## src/rtl/idex_pipeline_reg.sv

```systemverilog
// ID/EX pipeline register with stall hold, flush bubble and valid tag.
// Optional performance counters enabled by defining IDEX_PERF_CNT_EN.
module idex_pipeline_reg #(
    parameter int unsigned XLEN   = 32,
    parameter int unsigned REG_AW = 5,
    parameter int unsigned CNT_W  = 32
) (
    input  logic              clk,
    input  logic              rstn,
    input  logic [4:0]        id_EX,
    input  logic [2:0]        id_M,
    input  logic [2:0]        id_WB,
    input  logic              id_valid,
    input  logic [XLEN-1:0]   id_pc,
    input  logic [XLEN-1:0]   id_rs1_data,
    input  logic [XLEN-1:0]   id_rs2_data,
    input  logic [XLEN-1:0]   id_imm,
    input  logic [REG_AW-1:0] id_rs1,
    input  logic [REG_AW-1:0] id_rs2,
    input  logic [REG_AW-1:0] id_rd,
    input  logic              idex_stall,
    input  logic              idex_flush,
`ifdef IDEX_PERF_CNT_EN
    input  logic              perf_clr,
    output logic [CNT_W-1:0]  perf_bubble_cnt,
    output logic [CNT_W-1:0]  perf_stall_cnt,
`endif
    output logic [4:0]        idex_EX,
    output logic [2:0]        idex_M,
    output logic [2:0]        idex_WB,
    output logic              idex_valid,
    output logic [XLEN-1:0]   idex_pc,
    output logic [XLEN-1:0]   idex_rs1_data,
    output logic [XLEN-1:0]   idex_rs2_data,
    output logic [XLEN-1:0]   idex_imm,
    output logic [REG_AW-1:0] idex_rs1,
    output logic [REG_AW-1:0] idex_rs2,
    output logic [REG_AW-1:0] idex_rd,
    output logic              idex_held
);

    // Flush only clears control and valid; data fields are don't-care once valid is low.
    always_ff @(posedge clk) begin
        if (!rstn) begin
            idex_EX       <= '0;
            idex_M        <= '0;
            idex_WB       <= '0;
            idex_valid    <= 1'b0;
            idex_pc       <= '0;
            idex_rs1_data <= '0;
            idex_rs2_data <= '0;
            idex_imm      <= '0;
            idex_rs1      <= '0;
            idex_rs2      <= '0;
            idex_rd       <= '0;
            idex_held     <= 1'b0;
        end else if (idex_flush) begin
            idex_EX    <= '0;
            idex_M     <= '0;
            idex_WB    <= '0;
            idex_valid <= 1'b0;
            idex_held  <= 1'b0;
        end else if (idex_stall) begin
            idex_held <= 1'b1;
        end else begin
            idex_EX       <= id_EX;
            idex_M        <= id_M;
            idex_WB       <= id_WB;
            idex_valid    <= id_valid;
            idex_pc       <= id_pc;
            idex_rs1_data <= id_rs1_data;
            idex_rs2_data <= id_rs2_data;
            idex_imm      <= id_imm;
            idex_rs1      <= id_rs1;
            idex_rs2      <= id_rs2;
            idex_rd       <= id_rd;
            idex_held     <= 1'b0;
        end
    end

`ifdef IDEX_PERF_CNT_EN
    // Bubble and stall-hold event counters; clear wins over increment.
    always_ff @(posedge clk) begin
        if (!rstn || perf_clr) begin
            perf_bubble_cnt <= '0;
            perf_stall_cnt  <= '0;
        end else if (idex_flush) begin
            perf_bubble_cnt <= perf_bubble_cnt + CNT_W'(1);
        end else if (idex_stall) begin
            perf_stall_cnt  <= perf_stall_cnt + CNT_W'(1);
        end
    end
`endif

endmodule

```

## config.mk

```make
export PLATFORM = sky130hd
export DESIGN_NAME = idex_pipeline_reg
export DESIGN_NICKNAME = d
export VERILOG_FILES = /design/src/rtl/idex_pipeline_reg.sv
export SDC_FILE = /design/constraint.sdc
export NUM_CORES = 1
export LEC_CHECK = 0
export CAP_MARGIN = 10
export CELL_PAD_IN_SITES_DETAIL_PLACEMENT = 0
export CELL_PAD_IN_SITES_GLOBAL_PLACEMENT = 2
export CORE_MARGIN = 5
export CORE_UTILIZATION = 20
export CTS_CLUSTER_SIZE = 25
export DETAILED_ROUTE_END_ITERATION = 10
export GPL_TIMING_DRIVEN = 0
export HOLD_SLACK_MARGIN = 0.05
export PLACE_DENSITY_LB_ADDON = 0.1
export SYNTH_ARGS = -nofsm -noshare
export SYNTH_HDL_FRONTEND = slang
export SYNTH_SLANG_ARGS = --single-unit
```

## constraint.sdc

```tcl
create_clock -name clk -period 1.12 [get_ports clk]
set_input_delay 0.224 -clock clk [delete_from_list [all_inputs] [get_ports clk]]
set_output_delay 0.224 -clock clk [all_outputs]
set_load 0.01 [all_outputs]
```

==> summary.txt, run 1 <==
Timing
  • Worst-margin pin slew: approximately 0.54 ns
  • Max-slew violations: 0
  • Hold_ws: 0.216 ns
  • Max_slew headroom: 64.3%
  • Post-layout minimum cycle time: 1.12 ns
  • Final hold vios: 0
  • RSZ-0062 raised after global routing: true
  • Post-route setup slack: around 0.0041 ns
  • Crit share post-route: approximately 100%
  • Fmax: roughly 900 MHz
  • Setup Viol. Count Final: 0
  • Post-Route Skew: 0 ns

Route
  • DR iter-0 viols: around 230
  • Routed vias: 6,390
  • Remaining DRCs: 0
  • Post-Route WL: 27,000 um
  • DR WL/cell: between 15 and 20 um
  • Via density: about 4.4
  • First-pass DRT Iterations: 4
  • Post-route ant nets: 0

Critical path
  • Largest delay share family, worst path: flip-flops
  • Worst R2R Setup Slack: a little under 0.4 ns
  • Reg2Reg Depth: 3
  • Startpoint types: register
  • Worst path cell trace: buf_6
  • Critical path capture point type: primary output
  • Arr. time, crit path: 0.89 ns
  • Worst Path Buf+Inv: 1
  • WS Path Type: register to primary output
  • CP required: approximately 0.90 ns
  • Reg2reg end: idex_rs2[4]
  • CP Depth: 1
  • CP startpoint: idex_rs1_data[0]
  • Largest fanout on the critical path: 2
  • RR Startpoint: idex_rs2[4]
  • Slowest stage cell, crit path: dfxtp_2
  • Worst setup path end: idex_rs1_data[0]
  • CP max stage delay: ~0.35 ns

GRT
  • First-pass GRT wire length: between 40,000 and 50,000 um
  • Vias in the first global route: 6,671
  • GR Overflow Total: 0
  • Largest net degree at the start of global routing: 17
  • Initial antenna violation count: 1
  • Tot GR Track Use: between 10% and 20%

Final layout
  • Layout Cells excl Fill: 1,453
  • Share of layout cells above drive strength 1: ~46%
  • Area growth, synth to finish: 75.8%
  • Final layout net count: 1,196
  • Multi-input gate area: 0.00277 mm2
  • FF/Latch Area: 0.00332 mm2
  • Layout fillers: 3,284

Clock network
  • Hold buffers post-CTS: 0
  • Clock buffer depth: 2
  • Num CTS Buffers: 17
  • CTS tree: yes
  • Clk Latency, worst-skew pair: 0.42 ns
  • CTS clock-pin slew for the worst setup and hold paths: 0.07 ns
  • Clock root cell: clkbuf_16
  • # clock sinks: 156
  • H-Tree Depth: 4

Floorplanning
  • Total Die Area: 0.0351 mm2
  • DIE HEIGHT: 187 um
  • FP Rows: 65
  • Core area: 0.0313 mm2
  • I/O Pins: about 320
  • Initial core utilization: 20.1%
  • Die X: 187 um

Yosys
  • Top area cells in the synthesized netlist: dfxtp_1 (50%), o211ai_1 (17%), o21ai_2 (9.7%), nand2_1 (8.5%), o21ai_0 (5.8%)
  • Area leader, netlist: dfxtp_1
  • Top cells by count, synth: dfxtp_1 (156), nand2_1 (143), o211ai_1 (143)
  • Most used DFF post-synth: dfxtp_1
  • Count leader, synth: dfxtp_1
  • Post-Synth Simple-Gate Area: 9.51%
  • Xor/xnor cell area share of the yosys netlist: 0%
  • Synth top area share: between 40 and 50%
  • Largest family of logic cells by synthesized area: compound AO/OA/AOI/OAI gates
  • Post-synthesis cell type count: 14
  • Syn Nets: 854
  • Adder-Cell Fraction of Synth Area: 0%
  • Netlist Area Pre-Place: 0.00629 mm2
  • YS warnings: 0
  • Fraction of registers with async set/reset: 0%
  • Number of synthesized flops with an enable pin: 0
  • Synthesized netlist cell count: a little under 700
  • Synthesis-stage register bit count: approximately 160
  • Post-synthesis compound-gate area fraction: 32.6%
  • Syn avg cell area: 9.05 um2
  • Post-synthesis mux area share: under 10%
  • Sequential cell area fraction in the yosys report: 49.7%

Hold path
  • Hold Crit Class: input port to register

Power and ir drop
  • Switching Fraction: 26.5%
  • Lkg Pwr: 4.37 nW
  • NetSw: about 3.8 mW
  • Sequential power share: roughly 42%
  • Clock share of power: 41.0%
  • Combinational Power Share: 16.6%
  • VDD IR-drop max: between 1000 and 1500 uV
  • Pwr/cell area: 1290 mW/mm2
  • P_int: 10.5 mW

Placed design
  • Dpl hpwl: between 15,000 and 20,000 um
  • Place WS: -1.19 ns
  • Placed cell count: ~1,400
  • Port bufs: between 300 and 400
  • GP Congestion: 0.717

Job
  • Max cap viols: 0

Outcome
  • Outcome: completed
## layout make-up
cell class,count,share of cell area (%)
Antenna cell,1,0.0226
Buffer,82,4.40
Multi-Input combinational cell,456,25.1
Tap cell,402,4.55
Clock buffer,22,4.11
Timing Repair Buffer,323,30.8
Inverter,1,0.0340
Clock inverter,10,1.06
Sequential cell,156,30.0
## per-layer routing
layer | vias up | share of wire, % | track usage [%]
li1 | 3187 | - | -
met1 | 2989 | 44 | 19.1
met2 | 200 | 47 | 23.8
met3 | 14 | 7.9 | 6.01
met4 | 0 | 0.95 | 3.47
met5 | - | 0 | 0
## worst min path at each step
stage | from | to | slack (ns) | depth (start not counted)
after floorplan | id_imm[0] | idex_imm[0] | 0.36 | 2
after global placement | idex_EX[0] | idex_EX[0] | 0.48 | 2
after detailed placement | idex_imm[5] | idex_imm[5] | 0.48 | 2
after CTS | idex_flush | idex_EX[0] | 0.21 | 3
after global routing | idex_flush | idex_EX[4] | 0.24 | 3
final | idex_flush | idex_EX[0] | 0.22 | 3
## stage by stage
stage	instance area (um2)	total power [mW]	utilization (%)	TNS, ns
2_1_floorplan	6300	6.95	-	-0.342
3_3_place_gp	9930	8.41	31.7	-151.22
3_5_place_dp	9930	8.39	31.7	-153.50
4_1_cts	11000	14.5	35.2	-0.725
5_1_grt	11100	14.9	35.3	-1.79
6_report	11100	14.3	35.3	0
## state kept, by name, indices dropped and copies added (netlist names), 5 cells and up
| register | count |
|---|---|
| idex_imm | 32 |
| idex_EX | 5 |
| idex_rs2 | 5 |
| idex_rs1 | 5 |
| idex_rs1_data | 32 |
| idex_pc | 32 |
| idex_rs2_data | 32 |
| idex_rd | 5 |
## power groups by stage
stage          Clock, mW  Sequential (mW)  Combinational [mW]
5_1_grt             6.28             6.09                2.58
4_1_cts             6.07             6.06                2.42
3_5_place_dp           0             6.08                2.32
2_1_floorplan          0             6.19               0.758
3_3_place_gp           0             6.07                2.33
6_report            5.85             6.06                2.38
## layout by cell type, fill, tap and decap left out
| cell | instances |
|---|---|
| buf_1 | 1 |
| buf_2 | 5 |
| buf_4 | 12 |
| buf_6 | 164 |
| buf_8 | 3 |
| bufinv_16 | 2 |
| clkbuf_1 | 23 |
| clkbuf_16 | 17 |
| clkbuf_2 | 40 |
| clkbuf_4 | 4 |
| clkbuf_8 | 2 |
| clkdlybuf4s50_1 | 155 |
| clkinv_2 | 2 |
| clkinv_4 | 2 |
| clkinvlp_4 | 4 |
| dfxtp_1 | 1 |
| dfxtp_2 | 155 |
| diode_2 | 1 |
| dlygate4sd2_1 | 1 |
| inv_1 | 1 |
| mux2i_1 | 12 |
| nand2_1 | 143 |
| nand2b_1 | 1 |
| nor2_1 | 13 |
| o211ai_1 | 143 |
| o21ai_0 | 73 |
| o21ai_2 | 70 |
| or2_1 | 1 |
## kinds of logic (layout without fill, tap and decap cells)
logic type | after synthesis | in the layout
DFF | 156 | 156
and+or+nand+nor | 158 | 158
buffers and inverters | 83 | 438
AOI/OAI and AO/OA | 286 | 286
muxes | 12 | 12
other | 0 | 1
## timing repair
action	4_1_cts	5_1_grt
endpoints found under the setup margin	306	174
gates resized for setup	1020	10
setup buffers	8	3
No activity file was read; power rests on OpenSTA's default activity.
==> run 2: changes to the inputs <==
--- a/config.mk
+++ b/config.mk
@@ -9,7 +9,7 @@
 export CELL_PAD_IN_SITES_DETAIL_PLACEMENT = 0
 export CELL_PAD_IN_SITES_GLOBAL_PLACEMENT = 2
 export CORE_MARGIN = 5
-export CORE_UTILIZATION = 20
+export CORE_UTILIZATION = 24
 export CTS_CLUSTER_SIZE = 25
 export DETAILED_ROUTE_END_ITERATION = 10
 export GPL_TIMING_DRIVEN = 0
==> constraint.sdc (replaced) <==
create_clock -name clk -period 1.3 [get_ports clk]
set_input_delay 0.26 -clock clk [delete_from_list [all_inputs] [get_ports clk]]
set_output_delay 0.26 -clock clk [all_outputs]
set_load 0.01 [all_outputs]
==> run 2 against run 1 <==
Against the previous run:
- sequential share of layout area is 1.5 points higher
- worst setup slack improved by 0.022 ns
- critical path type unchanged
- critical path depth did not move
- sequential cell count is the same
- total power is 16% lower
- wire length decreased by 6.1%
- critical endpoint is now idex_rs2_data[16]
- final cell count down 5.4%
- via count grew 0.11%
- clock skew stayed put
- clock power shrank 13%
- largest power group unchanged
- register-to-register slack gained 0.28 ns
- global-route usage grew 1.4 points
==> summary.txt, run 2 (synthesis gave the netlist of run 1 again) <==
Power and ir drop
  • Pwr/cell area: 1210 mW/mm2
  • Switching Fraction: 26.8%
  • P_int: 8.76 mW
  • Sequential power share: between 40% and 50%
  • NetSw: 3.21 mW
  • Combinational Power Share: 14.8%
  • VDD IR-drop max: 792 uV
  • Clock share of power: 42.3%
  • Lkg Pwr: 3.97 nW

Critical path
  • Startpoint types: register
  • Arr. time, crit path: 1.01 ns
  • Slowest stage cell, crit path: dfxtp_1
  • Largest delay share family, worst path: flip-flops
  • RR Startpoint: idex_EX[2]
  • Largest fanout on the critical path: 2
  • CP required: 1.04 ns
  • Reg2reg end: idex_EX[2]
  • Worst path cell trace: clkdlybuf4s15_2
  • WS Path Type: register to primary output
  • Worst R2R Setup Slack: roughly 0.67 ns
  • Reg2Reg Depth: 2
  • CP max stage delay: 0.35 ns
  • Worst Path Buf+Inv: 1
  • Critical path capture point type: primary output

Timing
  • Final hold vios: 0
  • Post-Route Skew: 0 ns
  • Fmax: 785 MHz
  • Max_slew headroom: 65.8%
  • RSZ-0062 raised after global routing: false
  • Post-layout minimum cycle time: 1.27 ns
  • Worst-margin pin slew: 0.513 ns
  • Setup Viol. Count Final: 0
  • Post-route setup slack: 0.0262 ns
  • Crit share post-route: between 90% and 100%
  • Max-slew violations: 0

GRT
  • First-pass GRT wire length: 37,700 um
  • Vias in the first global route: 6,408
  • GR Overflow Total: 0
  • Initial antenna violation count: 2
  • Largest net degree at the start of global routing: 17
  • Tot GR Track Use: 16.4%

Hold path
  • Worst Hold Depth: 3
  • Launch point of the worst hold path: idex_flush
  • WHS Endpoint: idex_EX[0]
  • Hold Crit Class: input port to register

Clock network
  • Clock root cell: clkbuf_16
  • Num CTS Buffers: 17
  • Clk Latency, worst-skew pair: 0.42 ns
  • H-Tree Depth: 4
  • CTS clock-pin slew for the worst setup and hold paths: 0.07 ns
  • # clock sinks: 156
  • CTS tree: yes
  • Clock buffer depth: 2

Job
  • Max cap viols: 0

Floorplanning
  • Core area: between 0.02 and 0.03 mm2
  • I/O Pins: 315
  • FP Rows: 59
  • Total Die Area: 0.0295 mm2
  • Initial core utilization: 24.3%
  • Die X: ~170 um
  • DIE HEIGHT: about 170 um

Route
  • DR WL/cell: ~18 um
  • Remaining DRCs: 0
  • Routed vias: 6,397
  • Post-Route WL: 25,400 um
  • Via density: roughly 4.7
  • DR iter-0 viols: 313
  • First-pass DRT Iterations: 5
  • Post-route ant nets: 0

Placed design
  • GP Congestion: 0.728
  • Dpl hpwl: 18,500 um
  • Placed cell count: 1,342
  • Port bufs: 312
  • Place WS: -0.937 ns
  • Placed cell area: 0.00983 mm2

Final layout
  • FF/Latch Area: between 0.003 and 0.004 mm2
  • Most common cell after layout, fill and taps aside: clkdlybuf4s50_1
  • Layout fillers: 2,683
  • Post-route design area: between 0.009 and 0.01 mm2
  • Commonest cells after routing, fill and taps aside: clkdlybuf4s50_1 (156), dfxtp_1 (151), nand2_1 (143), o211ai_1 (143), clkbuf_2 (104)
  • Layout Cells excl Fill: 1,374
  • Share of layout cells above drive strength 1: 27.8%
  • Area growth, synth to finish: 57.9%
  • Final layout net count: 1,185
  • Multi-input gate area: between 0.002 and 0.003 mm2

Outcome
  • Outcome: completed
==> run 2: cell count changes in the layout (fill, tap and decap cells not counted), sizes merged <==
cell	before	now
clkdlybuf4s15	0	41
clkbuf	86	158
clkdlybuf4s50	155	156
clkinv	4	3
inv	1	4
buf	185	57
==> run 2: power groups by stage <==
stage	clock network, mW	logic [mW]	registers [mW]
3_5_place_dp	0	1.97	5.23
5_1_grt	5.44	1.94	5.15
4_1_cts	5.23	1.89	5.13
2_1_floorplan	0	0.649	5.33
3_3_place_gp	0	1.97	5.23
6_report	5.07	1.78	5.13
==> run 2: repair_timing <==
item,CTS,global route
gates resized for setup,383,157
gates cloned,0,0
hold buffers,0,0
setup endpoints to repair,296,237
setup buffers,0,0
==> run 2: area by class of cell <==
cell class                 instances  area share, %
sequential                       156           31.5
multi-input combinational        456           27.9
timing repair buffer             312           26.0
clock buffer                      19           4.46
buffer                            82           4.42
tap                              335           4.22
clock inverter                    12           1.40
inverter                           1         0.0378
antenna                            1         0.0252
==> run 2: per-layer routing <==
metal	up-vias	wire length, um	track usage (%)
li1	3159	-	-
met2	202	11700	25.9
met5	-	13	0
met4	2	183	3.59
met1	3016	11300	21.4
met3	18	2200	6.20
==> run 2: per-stage QoR <==
step / hold slack, ns / TNS [ns] / util, % / power [mW]
floorplan: 0.400 / 0 / - / 5.98
global placement: 0.476 / -110.39 / 37.9 / 7.20
detailed placement: 0.483 / -119.52 / 37.9 / 7.20
CTS: 0.283 / 0 / 40.5 / 12.2
global route: 0.325 / 0 / 38.3 / 12.5
finish: 0.283 / 0 / 38.3 / 12.0
==> run 2: worst register-to-register path, delay by kind of cell, from the launching register on <==
| family | cells | cell delay, ns |
|---|---|---|
| flops | 1 | 0.31 |
| simple gates | 1 | 0.05 |
| mux | 1 | 0.15 |
==> run 2: worst max-delay path by stage <==
stage,to,start,depth (start not counted)
floorplan,idex_pc[0],idex_flush,6
global placement,idex_rs1_data[14],idex_stall,5
detailed placement,idex_rs1_data[13],idex_stall,5
CTS,idex_rs1_data[22],idex_rs1_data[22],1
global route,idex_rs1[3],idex_rs1[3],1
finish,idex_rs2_data[16],idex_rs2_data[16],1
